[src/rtl/ps2_key_tracker_pkg.sv]
// ---------------------------------------------------------------------------
// ps2_codes_pkg
// Shared PS/2 scan-code constants, the prefix-state encoding and the decoded
// key-action record used by ps2_key_tracker. The movement codes are the ones
// the position-control FSM compares received_data against.
// ---------------------------------------------------------------------------
package ps2_codes_pkg;

  // Prefix bytes
  localparam logic [7:0] PS2_EXT        = 8'hE0;
  localparam logic [7:0] PS2_BRK        = 8'hF0;
  localparam logic [7:0] PS2_FAKE_SHIFT = 8'h12;

  // Controller status / protocol bytes (never scan codes)
  localparam logic [7:0] PS2_STAT_ZERO   = 8'h00;
  localparam logic [7:0] PS2_STAT_BAT_OK = 8'hAA;
  localparam logic [7:0] PS2_STAT_ACK    = 8'hFA;
  localparam logic [7:0] PS2_STAT_RESEND = 8'hFE;
  localparam logic [7:0] PS2_STAT_ERROR  = 8'hFF;

  // Movement make codes shared with the position FSM
  localparam logic [7:0] KEY_W = 8'h1D;
  localparam logic [7:0] KEY_A = 8'h1C;
  localparam logic [7:0] KEY_S = 8'h1B;
  localparam logic [7:0] KEY_D = 8'h23;

  // Which prefix bytes have been seen since the last complete code
  typedef enum logic [1:0] {
    S_BASE = 2'd0,
    S_E0   = 2'd1,
    S_F0   = 2'd2,
    S_E0F0 = 2'd3
  } prefixState_t;

  // Result of decoding one byte in the current prefix state
  typedef struct packed {
    logic make;  // byte completes a make code
    logic brk;   // byte completes a break code
    logic ext;   // the completed code was E0-prefixed
  } keyAction_t;

  function automatic logic isStatusByte(input logic [7:0] b);
    return (b == PS2_STAT_ZERO)   || (b == PS2_STAT_BAT_OK) ||
           (b == PS2_STAT_ACK)    || (b == PS2_STAT_RESEND) ||
           (b == PS2_STAT_ERROR);
  endfunction

endpackage

[src/rtl/ps2_key_tracker_if.sv]
// ---------------------------------------------------------------------------
// ps2_key_tracker_if
// Byte stream in from the PS/2 receiver, held-key state out to the FSM.
//   ps2_byte / ps2_byte_valid   : byte and its one-cycle strobe
//   received_data               : held make code, 0x00 when nothing held
//   received_data_en            : high while a key is held
//   extended                    : held key was E0-prefixed
//   key_event                   : one-cycle pulse on every new press
// modport slave  : the tracker
// modport master : the environment (receiver side + FSM side)
// ---------------------------------------------------------------------------
interface ps2_key_tracker_if;
  logic [7:0] ps2_byte;
  logic       ps2_byte_valid;
  logic [7:0] received_data;
  logic       received_data_en;
  logic       extended;
  logic       key_event;

  modport slave (
    input  ps2_byte, ps2_byte_valid,
    output received_data, received_data_en, extended, key_event
  );

  modport master (
    output ps2_byte, ps2_byte_valid,
    input  received_data, received_data_en, extended, key_event
  );
endinterface

[src/rtl/ps2_hold_timer.sv]
// ---------------------------------------------------------------------------
// ps2_hold_timer
// Counts idle cycles while a key is held; expire fires for one cycle when the
// count reaches TIMEOUT_CYCLES-1, which the tracker turns into a release.
//   clock, resetn : clock, synchronous active-low reset
//   clear         : synchronous flush, counter to 0
//   run           : a key is held (count only while high)
//   kick          : a byte was strobed this cycle (reload to 0)
//   expire        : combinational, one cycle, counter returns to 0 after it
// TIMEOUT_CYCLES = 0 disables the timer (counter held at 0, expire never).
// ---------------------------------------------------------------------------
module ps2_hold_timer #(
  parameter int TIMEOUT_CYCLES = 25_000_000,
  parameter int TIMEOUT_W      = 25
) (
  input  logic clock,
  input  logic resetn,
  input  logic clear,
  input  logic run,
  input  logic kick,
  output logic expire
);

  localparam bit ENABLED = (TIMEOUT_CYCLES != 0);
  localparam logic [TIMEOUT_W-1:0] LAST_COUNT =
    ENABLED ? TIMEOUT_W'(TIMEOUT_CYCLES - 1) : '0;

  logic [TIMEOUT_W-1:0] count;

  // A strobe in the same cycle always wins over expiry: the byte is live
  // traffic, so the key cannot be considered stuck.
  assign expire = ENABLED && run && !kick && (count == LAST_COUNT);

  // NOTE: sequential state is assigned with <= so every flop samples the
  // pre-edge values; blocking = here would create order-dependent races.
  always_ff @(posedge clock) begin
    if (!resetn || clear || !ENABLED || !run || kick || expire) begin
      count <= '0;
    end else begin
      count <= count + TIMEOUT_W'(1);
    end
  end

endmodule

[src/rtl/ps2_key_tracker.sv]
// ---------------------------------------------------------------------------
// ps2_key_tracker
// Turns the raw PS/2 scan-code byte stream into a level "key held" signal
// plus the held make code, for the position-control FSM.
//   clock   : system clock
//   resetn  : synchronous active-low reset
//   clear   : synchronous flush (game reset), same effect as reset
//   bus     : ps2_key_tracker_if.slave (byte stream in, held key out)
// Handles E0/F0 prefixes, typematic repeats, status bytes and a stuck-key
// timeout. All outputs are registered; a byte strobed at cycle n is visible
// at cycle n+1.
// ---------------------------------------------------------------------------
module ps2_key_tracker
  import ps2_codes_pkg::*;
#(
  parameter int TIMEOUT_CYCLES = 25_000_000,
  parameter int TIMEOUT_W      = 25
) (
  input  logic               clock,
  input  logic               resetn,
  input  logic               clear,
  ps2_key_tracker_if.slave   bus
);

  prefixState_t state;
  prefixState_t stateNext;
  keyAction_t   action;

  logic       heldMatch;
  logic       expire;
  logic [7:0] dataNext;
  logic       enNext;
  logic       extNext;
  logic       eventNext;

  ps2_hold_timer #(
    .TIMEOUT_CYCLES (TIMEOUT_CYCLES),
    .TIMEOUT_W      (TIMEOUT_W)
  ) u_hold_timer (
    .clock  (clock),
    .resetn (resetn),
    .clear  (clear),
    .run    (bus.received_data_en),
    .kick   (bus.ps2_byte_valid),
    .expire (expire)
  );

  // State register and registered outputs. Reset and clear override a
  // same-cycle strobe, so that byte is simply dropped.
  always_ff @(posedge clock) begin
    if (!resetn || clear) begin
      state                <= S_BASE;
      bus.received_data    <= '0;
      bus.received_data_en <= 1'b0;
      bus.extended         <= 1'b0;
      bus.key_event        <= 1'b0;
    end else begin
      state                <= stateNext;
      bus.received_data    <= dataNext;
      bus.received_data_en <= enNext;
      bus.extended         <= extNext;
      bus.key_event        <= eventNext;
    end
  end

  // Next prefix state and the action the current byte completes.
  // NOTE: every variable written here gets a default first, so no path can
  // leave it unassigned and infer a latch.
  always_comb begin
    stateNext = state;
    action    = '0;
    if (bus.ps2_byte_valid) begin
      case (state)
        S_BASE: begin
          if (bus.ps2_byte == PS2_EXT) begin
            stateNext = S_E0;
          end else if (bus.ps2_byte == PS2_BRK) begin
            stateNext = S_F0;
          end else if (!isStatusByte(bus.ps2_byte)) begin
            action.make = 1'b1;
          end
        end
        S_E0: begin
          stateNext = S_BASE;
          if (isStatusByte(bus.ps2_byte)) begin
            stateNext = S_BASE;
          end else if (bus.ps2_byte == PS2_BRK) begin
            stateNext = S_E0F0;
          end else if (bus.ps2_byte == PS2_EXT) begin
            stateNext = S_E0;
          end else if (bus.ps2_byte != PS2_FAKE_SHIFT) begin
            action.make = 1'b1;
            action.ext  = 1'b1;
          end
        end
        S_F0: begin
          stateNext  = S_BASE;
          action.brk = !isStatusByte(bus.ps2_byte);
        end
        S_E0F0: begin
          stateNext  = S_BASE;
          action.brk = !isStatusByte(bus.ps2_byte);
          action.ext = 1'b1;
        end
        default: stateNext = S_BASE;
      endcase
    end
  end

  // Byte names exactly the key currently held (code and ext bit both).
  assign heldMatch = bus.received_data_en &&
                     (bus.received_data == bus.ps2_byte) &&
                     (bus.extended == action.ext);

  // Next output values. A make of the held key is a typematic repeat and
  // changes nothing; a break of anything but the held key is stale.
  always_comb begin
    dataNext  = bus.received_data;
    enNext    = bus.received_data_en;
    extNext   = bus.extended;
    eventNext = 1'b0;
    if (action.make && !heldMatch) begin
      dataNext  = bus.ps2_byte;
      extNext   = action.ext;
      enNext    = 1'b1;
      eventNext = 1'b1;
    end else if ((action.brk && heldMatch) || expire) begin
      dataNext = '0;
      extNext  = 1'b0;
      enNext   = 1'b0;
    end
  end

endmodule

[src/flat_wrapper.sv]
// flat-port wrapper written by rule: the top's interface ports become plain ports
module ps2_key_tracker_flat import ps2_codes_pkg::*;
#(
  parameter int TIMEOUT_CYCLES = 25_000_000,
  parameter int TIMEOUT_W      = 25
)
  (clock, resetn, clear, bus_ps2_byte, bus_ps2_byte_valid, bus_received_data, bus_received_data_en, bus_extended, bus_key_event);
  ps2_key_tracker_if bus_i ();
  input  logic clock;
  input  logic resetn;
  input  logic clear;
  input wire logic [$bits(bus_i.ps2_byte)-1:0] bus_ps2_byte;
  input wire logic [$bits(bus_i.ps2_byte_valid)-1:0] bus_ps2_byte_valid;
  output wire logic [$bits(bus_i.received_data)-1:0] bus_received_data;
  output wire logic [$bits(bus_i.received_data_en)-1:0] bus_received_data_en;
  output wire logic [$bits(bus_i.extended)-1:0] bus_extended;
  output wire logic [$bits(bus_i.key_event)-1:0] bus_key_event;
  assign bus_i.ps2_byte = bus_ps2_byte;
  assign bus_i.ps2_byte_valid = bus_ps2_byte_valid;
  assign bus_received_data = bus_i.received_data;
  assign bus_received_data_en = bus_i.received_data_en;
  assign bus_extended = bus_i.extended;
  assign bus_key_event = bus_i.key_event;
  ps2_key_tracker #(.TIMEOUT_CYCLES(TIMEOUT_CYCLES), .TIMEOUT_W(TIMEOUT_W)) u_core (.clock(clock), .resetn(resetn), .clear(clear), .bus(bus_i));
endmodule
[config.mk]
export PLATFORM = sky130hd
export DESIGN_NAME = ps2_key_tracker_flat
export DESIGN_NICKNAME = d
export VERILOG_FILES = /design/src/rtl/ps2_key_tracker_pkg.sv /design/src/rtl/ps2_key_tracker_if.sv /design/src/rtl/ps2_hold_timer.sv /design/src/rtl/ps2_key_tracker.sv /design/src/flat_wrapper.sv
export SDC_FILE = /design/constraint.sdc
export NUM_CORES = 1
export LEC_CHECK = 0
export ABC_AREA = 1
export CORE_UTILIZATION = 35
export CTS_BUF_LIST = sky130_fd_sc_hd__clkbuf_4
export DETAILED_ROUTE_END_ITERATION = 10
export DONT_BUFFER_PORTS = 1
export MAX_ROUTING_LAYER = met4
export PLACE_DENSITY = 0.5
export SLEW_MARGIN = 20
export SYNTH_ARGS = -nofsm -noshare
export SYNTH_HDL_FRONTEND = slang
export SYNTH_SLANG_ARGS = --single-unit
[constraint.sdc]
create_clock -name clock -period 4.48 [get_ports clock]
set_input_delay 0.672 -clock clock [delete_from_list [all_inputs] [get_ports clock]]
set_output_delay 0.672 -clock clock [all_outputs]
set_load 0.01 [all_outputs]
# [Word-level counts from Yosys, hierarchy flattened]
# Cells that the tools add are included.
# W data, S select, Z words.
[word_totals] register_bits=38 input_bits=12 out_inout_bits=11 wordCells=69
[classes] muxes=23 eq_ne=14 reduce_logical=25 add_sub_neg=1
[op_table] cell="$eq A8 B8 Y1 const B" n=6
[op_table] cell="$add A25 B1 Y25 const B" n=1
[op_table] cell="$eq A25 B25 Y1 const B" n=1
[op_table] cell="$mux W8" n=2
[op_table] cell="$mux W1" n=13
[op_table] cell="$logic_or A1 B1 Y1" n=9
[op_table] cell="$eq A8 B8 Y1" n=1
[op_table] cell="$logic_not A8 Y1" n=1
[op_table] cell="$mux W2" n=4
[op_table] cell="$ne A8 B5 Y1 const B" n=1
[op_table] cell="$logic_and A1 B1 Y1" n=6
[op_table] cell="$pmux W2 S3" n=1
[op_table] cell="$logic_not A1 Y1" n=5
[op_table] cell="$eq A2 B2 Y1 const B" n=2
[op_table] cell="$pmux W1 S2" n=2
[op_table] cell="$mux W3" n=1
[op_table] cell="$ne A3 B1 Y1 const B" n=1
[op_table] cell="$eq A2 B1 Y1 const B" n=1
[op_table] cell="$logic_not A2 Y1" n=1
[op_table] cell="$reduce_and A2 Y1" n=1
[op_table] cell="$reduce_bool A2 Y1" n=1
[op_table] cell="$reduce_or A2 Y1" n=1
[op_table] cell="$eq A1 B1 Y1" n=1

# [Logic depth before layout (Yosys ltp)]
# Gate-level depths: netlist of run 1.
[logic_depth] word_depth=16 depth_mapped=17

# [Modules after synthesis]
# From an unflattened synthesis of run 1, not the netlist that was laid out.
[unflattened] cells_unflattened=375 area_unflattened_um2=2368.5
[by_module_without_submodules] module="ps2_hold_timer" cells_per_inst=213 instances=1 seq_area_each_um2=500.5 area_each_um2=1425.1
[by_module_without_submodules] module="ps2_key_tracker" cells_per_inst=162 instances=1 seq_area_each_um2=260.2 area_each_um2=943.4

# [Worst setup path after synthesis of run 1]
# OpenSTA, ideal clock, no wires.
[synth_timing] path_kind="input port to flip-flop" startpoint="input port bus_ps2_byte[4]" endpoint="register u_core.bus.extended" arrival_time_ps=1945 setup_time_ps=58 stages=13 slack_ps=2476 cell_sequence="buf_6 -> nand2_1 -> nor2_1 -> nand2_1 -> o21ai_1 -> nor2_1 -> nand2_1 -> a211oi_1 -> nand2_4 -> nor2_4 -> buf_6 -> nand2_1 -> nand2_1"
[synth_via] elab_chain_len=13 elab_cells_between_ends=34 classes_between="9 x eq/ne; 12 x mux; 13 x reduce/logical"
[synth_rtl] item="from (decl)" line="flat_wrapper.sv:12" source="input wire logic [$bits(bus_i.ps2_byte)-1:0] bus_ps2_byte;"
[synth_rtl] item="branches (longest 13 deep; another with $ne A8 B5 Y1)"
[synth_rtl] item="to (signal assigned)" line="ps2_key_tracker.sv:61" source="bus.extended <= extNext;"
[synth_rtl] item="to (decl)" line="ps2_key_tracker_if.sv:22" source="output received_data, received_data_en, extended, key_event"
# Several ways; the timed one is not identified.
# A chain may end at the register's enable or synchronous reset.

# [Worst setup path after layout of run 1]
[layout_timing] startpoint="register u_core.u_hold_timer.count[9]" endpoint="register u_core.u_hold_timer.count[18]"
[layout_via] elab_chain_len=3 elab_cells_between_ends=4 classes_between="1 x add/sub; 1 x eq/ne; 2 x reduce/logical"
[layout_rtl] item="from (decl)" line="ps2_hold_timer.sv:28" source="logic [TIMEOUT_W-1:0] count;"
[layout_rtl] item="from (signal assigned)" line="ps2_hold_timer.sv:40" source="count <= count + TIMEOUT_W'(1);"
[layout_rtl] item="branches (longest 3 deep; another with $add A25 B1 Y25)"
# Several ways; the timed one is not identified.

==> results of run 1 <==
==> worst reg2reg max path: cells and delay by family, from the launching register on <==
family	cells	cell delay, ns
flip-flops	1	0.35
buffers and inverters	2	0.45
AND/OR/NAND/NOR	4	1.03
AO/OA/AOI/OAI	2	0.21
==> power by group through the flow <==
stage                     Sequential, uW  Combinational [uW]  Clock, uW
final                                347                28.4        176
after floorplan                      353                25.7          0
after global placement               354                28.5          0
after global routing                 347                33.2        201
after detailed placement             354                28.5          0
after CTS                            347                28.7        189
==> through the flow <==
stage | power [uW] | hold WS, ns | cells
after floorplan | 379 | 0.418 | 327
after global placement | 383 | 0.441 | 397
after detailed placement | 383 | 0.443 | 397
after CTS | 564 | 0.417 | 405
after global routing | 581 | 0.403 | 405
final | 551 | 0.438 | 405
==> layout make-up <==
class / instances / area [um^2] / area share (%)
repair buffers: 1 / 7.51 / 0.335
flip-flops and latches: 38 / 761 / 33.9
well taps: 75 / 93.8 / 4.19
inverters: 62 / 233 / 10.4
clock buffers: 5 / 37.5 / 1.67
clock inverters: 3 / 16.3 / 0.725
multi-input cells: 221 / 1090 / 48.8
==> state kept, by name, summed over array words and instances (netlist names) <==
register and flops:
u_core.u_hold_timer.count 25, u_core.state 2, u_core.bus.key_event 1, u_core.bus.received_data_en 1, u_core.bus.extended 1, u_core.bus.received_data 8
==> kinds of logic after synthesis <==
family | count (synthesis) | synth area share (%)
AND/OR/NAND/NOR | 183 | 39.5
buffers and inverters | 68 | 12.7
flip-flops | 38 | 35.8
AO/OA/AOI/OAI | 28 | 7.66
XOR/XNOR | 9 | 3.71
adder cells (fa/ha/maj) | 1 | 0.589
==> routing by layer <==
| metal | vias up | GRT usage (%) | part of all wire [%] |
|---|---|---|---|
| li1 | 1031 | - | - |
| met1 | 811 | 19.3 | 48 |
| met2 | 18 | 27.9 | 48 |
| met3 | 2 | 4.23 | 3.2 |
| met4 | 0 | 4.82 | 0.65 |
| met5 | - | - | 0 |
==> worst max path at each step <==
stage                                                       start                                       end  slack [ns]  cells past startpoint
after floorplan                                   bus_ps2_byte[4]          u_core.bus.extended$_SDFFE_PP0P_        2.48                     13
after CTS                 u_core.u_hold_timer.count[9]$_SDFF_PP0_  u_core.u_hold_timer.count[18]$_SDFF_PP0_        2.31                      8
final                     u_core.u_hold_timer.count[9]$_SDFF_PP0_  u_core.u_hold_timer.count[18]$_SDFF_PP0_        2.36                      8
after global placement                         bus_ps2_byte_valid  u_core.u_hold_timer.count[18]$_SDFF_PP0_        2.23                      8
after detailed placement                       bus_ps2_byte_valid  u_core.u_hold_timer.count[18]$_SDFF_PP0_        2.11                      8
after global routing      u_core.u_hold_timer.count[0]$_SDFF_PP0_  u_core.u_hold_timer.count[22]$_SDFF_PP0_        2.16                     13
==> placed cells by master (no fill, tap or decap), types with 2 or more instances in the layout <==
cell type | netlist | layout
nor2_1 | 50 | 50
inv_1 | 62 | 62
clkbuf_4 | 0 | 5
nor3b_1 | 3 | 3
nand4_1 | 17 | 17
nand3_1 | 11 | 11
a211oi_1 | 3 | 3
a21oi_1 | 13 | 13
nand2_2 | 3 | 3
nand2_1 | 72 | 72
dfxtp_1 | 38 | 38
nand3_2 | 3 | 3
nor3_1 | 17 | 17
o21ai_0 | 5 | 5
o21ai_1 | 2 | 2
o22ai_1 | 2 | 2
xnor2_1 | 7 | 7
nor2_2 | 2 | 2
xor2_1 | 2 | 2
==> run metrics, run 1 <==
status complete, no violations; final hold violation count 0; Most used DFF post-synth dfxtp_1; H-tree depth reported by CTS 2; area grow syn2layout 5.54%; net switching power of the design 141 uW; Comb power frac 5.1%; min-delay worst type in2reg; Post-DP Area 2190 um^2; Power Density about 250 nW/um^2; Synth area leader dfxtp_1; Hold Path End u_core.bus.received_data[3]$_SDFFE_PP0P_; asr flop ratio synth 0%; clk_lat worst skew ~0.34 ns; Antenna Nets Post-Route 0; clk_skew between 0.02 and 0.025 ns; first-pass GRT wire length 8050 um; CTS Hold Bufs 0; layout cell share with drive strength beyond 1 around 6.1%; Top Family by Delay on Critical Path simple AND/OR/NAND/NOR gates; reg-to-reg slack, setup 2.36 ns; Starting Density a little over a third; #FFs+latches synth 38; Syn Std Cell Area 2120 um^2; Post-synth EDFFs 0; beginning of the worst register-to-register path u_core.u_hold_timer.count[9]$_SDFF_PP0_; top cells by count, synth 72 x nand2_1, 62 x inv_1, 50 x nor2_1; post-CTS setup buffers 0; Residual DRC 0; setup_tns 0 ns; Critical Path End Type register; crit path kind reg2reg; max-cap violations 0; Hold Startpoint bus_ps2_byte[3]; post-DP HPWL 3550 um; top post-synthesis cells by area dfxtp_1 36%, nand2_1 13%, inv_1 11%; Worst Path Buf+Inv 2; slew at the pin with the worst max-slew slack between 0.4 and 0.5 ns; die area approximately 6400 um^2; count of pins over their slew limit 0; port bufs 0; RSZ-0062 raised after global routing false; die width 79.9 um; Core Region about 6000 um^2; Die H 79.9 um; Max clock buf depth 2; DR vias between 1500 and 2000; pre-CTS setup slack 2.11 ns; critical-path cell list inv_1 -> nand3_1 -> nor4_1 -> nand4_1 -> nand4_1 -> buf_4 -> o21bai_1 -> a21oi_1; Worst EP required 4.73 ns; syn_nets 340; Fillers 649; fin util 38.1%; Seq pwr share 62.9%; CP most frequent cell nand4_1; Unique masters post-synth 29; largest net degree at the start of global routing 26; TritonRoute pass-1 iters 6; Rel. slew slack about two thirds; reg-to-reg endpoint u_core.u_hold_timer.count[18]$_SDFF_PP0_; Worst Setup Start Kind register; total CTS buffers 5; final setup vio count 0; f_max 472 MHz; Final Cell Area 2240 um^2; post-DR wirelength/cell 11.4 um; Ant. Diodes 0; Leak Pwr 0.000880 uW; largest fanout on the critical path 25; Final Cycle Share 47.3%; initial antenna violation count 0; GP Congestion roughly 0.79; PnR worst setup slack 2.36 ns; Post-Syn Instances 327; Net count, final 342; Internal Pwr Total about 400 uW; CTS root buffer clkbuf_4; Net Sw Frac 25.6%; VDD IR-drop max 0.126 mV; Min-Delay Path Depth 2; Avg Cell Area, Syn 6.50 um^2; FP Rows 28; Overflow after GRT 0; routed wire length between 4000 and 5000 um; count leader, synth nand2_1; register area share after synthesis a little over a third; vias in the first global route 1792; initial DRC count between 60 and 70; worst r2r path cells 8; clock sink total 38; YS warnings 0; Slowest-stage cell, CP nand4_1; Clock power frac 32.0%; Via density 4.60; CP peak stage delay 0.45 ns; Global Route Usage Sum between 10% and 20%; IO Pins 23; post-cts sizing count 0; crit path DAT 2.37 ns; CTS tree done; top-area cell type share of the netlist area approximately 36%; Min Clock Period, post-route roughly 2.1 ns; clock slew at reported path FFs 0.13 ns
Power figures use the tool's default switching activity.
==> run 2: changes to the inputs <==
- PLACE_DENSITY: 0.5 -> 0.52
- clock period: 4.48 -> 1.9 ns (I/O delays scaled with it)
==> run metrics, run 2 (synthesis results as in run 1) <==
IO Pins 23 (unchanged); final hold violation count 0 (unchanged); final setup vio count 0 (unchanged); first-pass GRT wire length 7800 um (-3.1%); max-cap violations 0 (unchanged); die area 6390 um^2 (unchanged); Rel. slew slack 65.6% (-1.7 points); crit path DAT 2.07 ns (-0.30 ns); crit path kind reg2reg; clk_lat worst skew 0.35 ns (about the same); routed wire length 4850 um (+5.2%); DR vias 1972 (+5.9%); Antenna Nets Post-Route 0 (unchanged); Global Route Usage Sum 16.2% (-0.26 points); setup_tns 0 ns (unchanged); initial DRC count 48 (-27%); Leak Pwr 0.000955 uW (+8.4%); largest registers u_core.u_hold_timer.count (25), u_core.bus.received_data (8), u_core.state (2); Via density 4.68 (+1.9%); min-delay worst type in2reg; Net count, final 358 (+4.7%); Final Cycle Share 95.5% (+48 points); Core Region 5890 um^2 (unchanged); RSZ-0062 raised after global routing true; f_max 551 MHz (+17%); slew at the pin with the worst max-slew slack 0.516 ns (+0.0257 ns); Critical Path End Type register; fin cells 421 (+4.0%); status complete, no violations; count of pins over their slew limit 0 (unchanged); Worst EP required 2.16 ns (-2.57 ns); Min Clock Period, post-route 1.81 ns (-0.305 ns); Starting Density 36.1% (unchanged); Power Density 583 nW/um^2 (+140%); most common cell after layout, fill and taps aside nand2_1; initial antenna violation count 0 (unchanged); clock slew at reported path FFs 0.13 ns (about the same); Die H 79.9 um (unchanged); FP Rows 28 (unchanged); GP Congestion 0.812 (+2.8%); post-DP HPWL 3500 um (-1.3%); max reg flops 25 (unchanged); TritonRoute pass-1 iters 4 (-2); most frequent cells in the layout 71 x nand2_1, 60 x inv_1, 45 x nor2_1; placed insts 406 (+2.3%); VDD IR-drop max 0.360 mV (+190%); Ant. Diodes 0 (unchanged); Overflow after GRT 0 (unchanged); clock sink total 38 (unchanged); largest fanout on the critical path 5 (-80%); total CTS buffers 5 (unchanged); CTS root buffer clkbuf_4; Residual DRC 0 (unchanged); clk_skew 0.00601 ns (-0.0140 ns); Max clock buf depth 2 (unchanged); layout cell share with drive strength beyond 1 16.8% (+11 points); port bufs 0 (unchanged); hold slack 0.0349 ns (-0.403 ns); area grow syn2layout 18.3%; Worst Setup Start Kind register; vias in the first global route 1759 (-1.8%); die width 79.9 um (unchanged); largest net degree at the start of global routing 26 (unchanged); H-tree depth reported by CTS 2 (unchanged); post-DR wirelength/cell 11.5 um (+1.2%); largest register by flop count u_core.u_hold_timer.count; CTS tree done
-- run 2: cell types whose count changed in the layout (fill, tap and decap cells not counted), sizes merged --
cell / before / now
bufinv: 0 / 1
clkinv: 2 / 0
buf: 1 / 16
nor2: 53 / 54
clkinvlp: 1 / 2
-- run 2: area by class of cell --
| class | instances | area (um^2) |
|---|---|---|
| Inverter | 62 | 233 |
| Fill cell | 656 | 3370 |
| Multi-Input combinational cell | 222 | 1200 |
| Tap cell | 75 | 93.8 |
| Timing Repair Buffer | 16 | 133 |
| Sequential cell | 38 | 771 |
| Clock inverter | 3 | 45.0 |
| Clock buffer | 5 | 37.5 |
-- run 2: where the power goes --
part	switching, uW	total, uW	internal, uW
sequential	10.4	814	804
clock	296	572	276
combinational	48.7	78.9	30.2
total	356	1470	1110
-- run 2: final timing paths --
path	start	to	slack, ns	cells after the start
worst min-delay path	bus_ps2_byte[7]	u_core.bus.received_data[7]$_SDFFE_PP0P_	0.03	2
worst max-delay path	u_core.u_hold_timer.count[1]$_SDFF_PP0_	u_core.u_hold_timer.count[18]$_SDFF_PP0_	0.09	13
worst min register to register	u_core.u_hold_timer.count[0]$_SDFF_PP0_	u_core.u_hold_timer.count[0]$_SDFF_PP0_	0.45	1
worst max register to register	u_core.u_hold_timer.count[1]$_SDFF_PP0_	u_core.u_hold_timer.count[18]$_SDFF_PP0_	0.09	13
-- run 2: critical path, cell delays in order (launching register included) --
cell and delay [ns]:
dfxtp_2 0.38, ha_4 0.14, nand2_2 0.06, inv_2 0.07
nand3_4 0.08, nor2_4 0.14, nand3_4 0.09, nor2_4 0.12
nand3_2 0.08, nor2_4 0.15, nand2_4 0.08, buf_4 0.14
o21bai_1 0.12, a21oi_1 0.05
-- run 2: repair_timing --
| item | in CTS | in global routing |
|---|---|---|
| hold endpoints to repair | 0 | 0 |
| hold buffers | 0 | 0 |
| buffers inserted | 0 | 6 |
| cloned | 0 | 1 |
| setup endpoints to repair | 2 | 13 |
| pin swaps | 0 | 10 |
| resized for setup | 1 | 32 |
-- run 2: through the flow --
stage,utilization (%),setup slack (ns),cell area (um^2),power (uW)
6_report,42.7,0.0854,2510,1470
5_1_grt,42.7,-0.0281,2510,1530
4_1_cts,40.0,0.0141,2350,1490
3_5_place_dp,38.5,0.00876,2270,909
3_3_place_gp,38.5,0.0992,2270,908
2_1_floorplan,-,0.157,2120,893
-- run 2: layer usage --
layer  global-route usage (%)  up-vias  wire (um)
li1                         -     1072          -
met1                     21.3      855       2370
met2                     23.5       38       2140
met3                     4.34        7        269
met4                     6.43        0         72
met5                        -        -          0
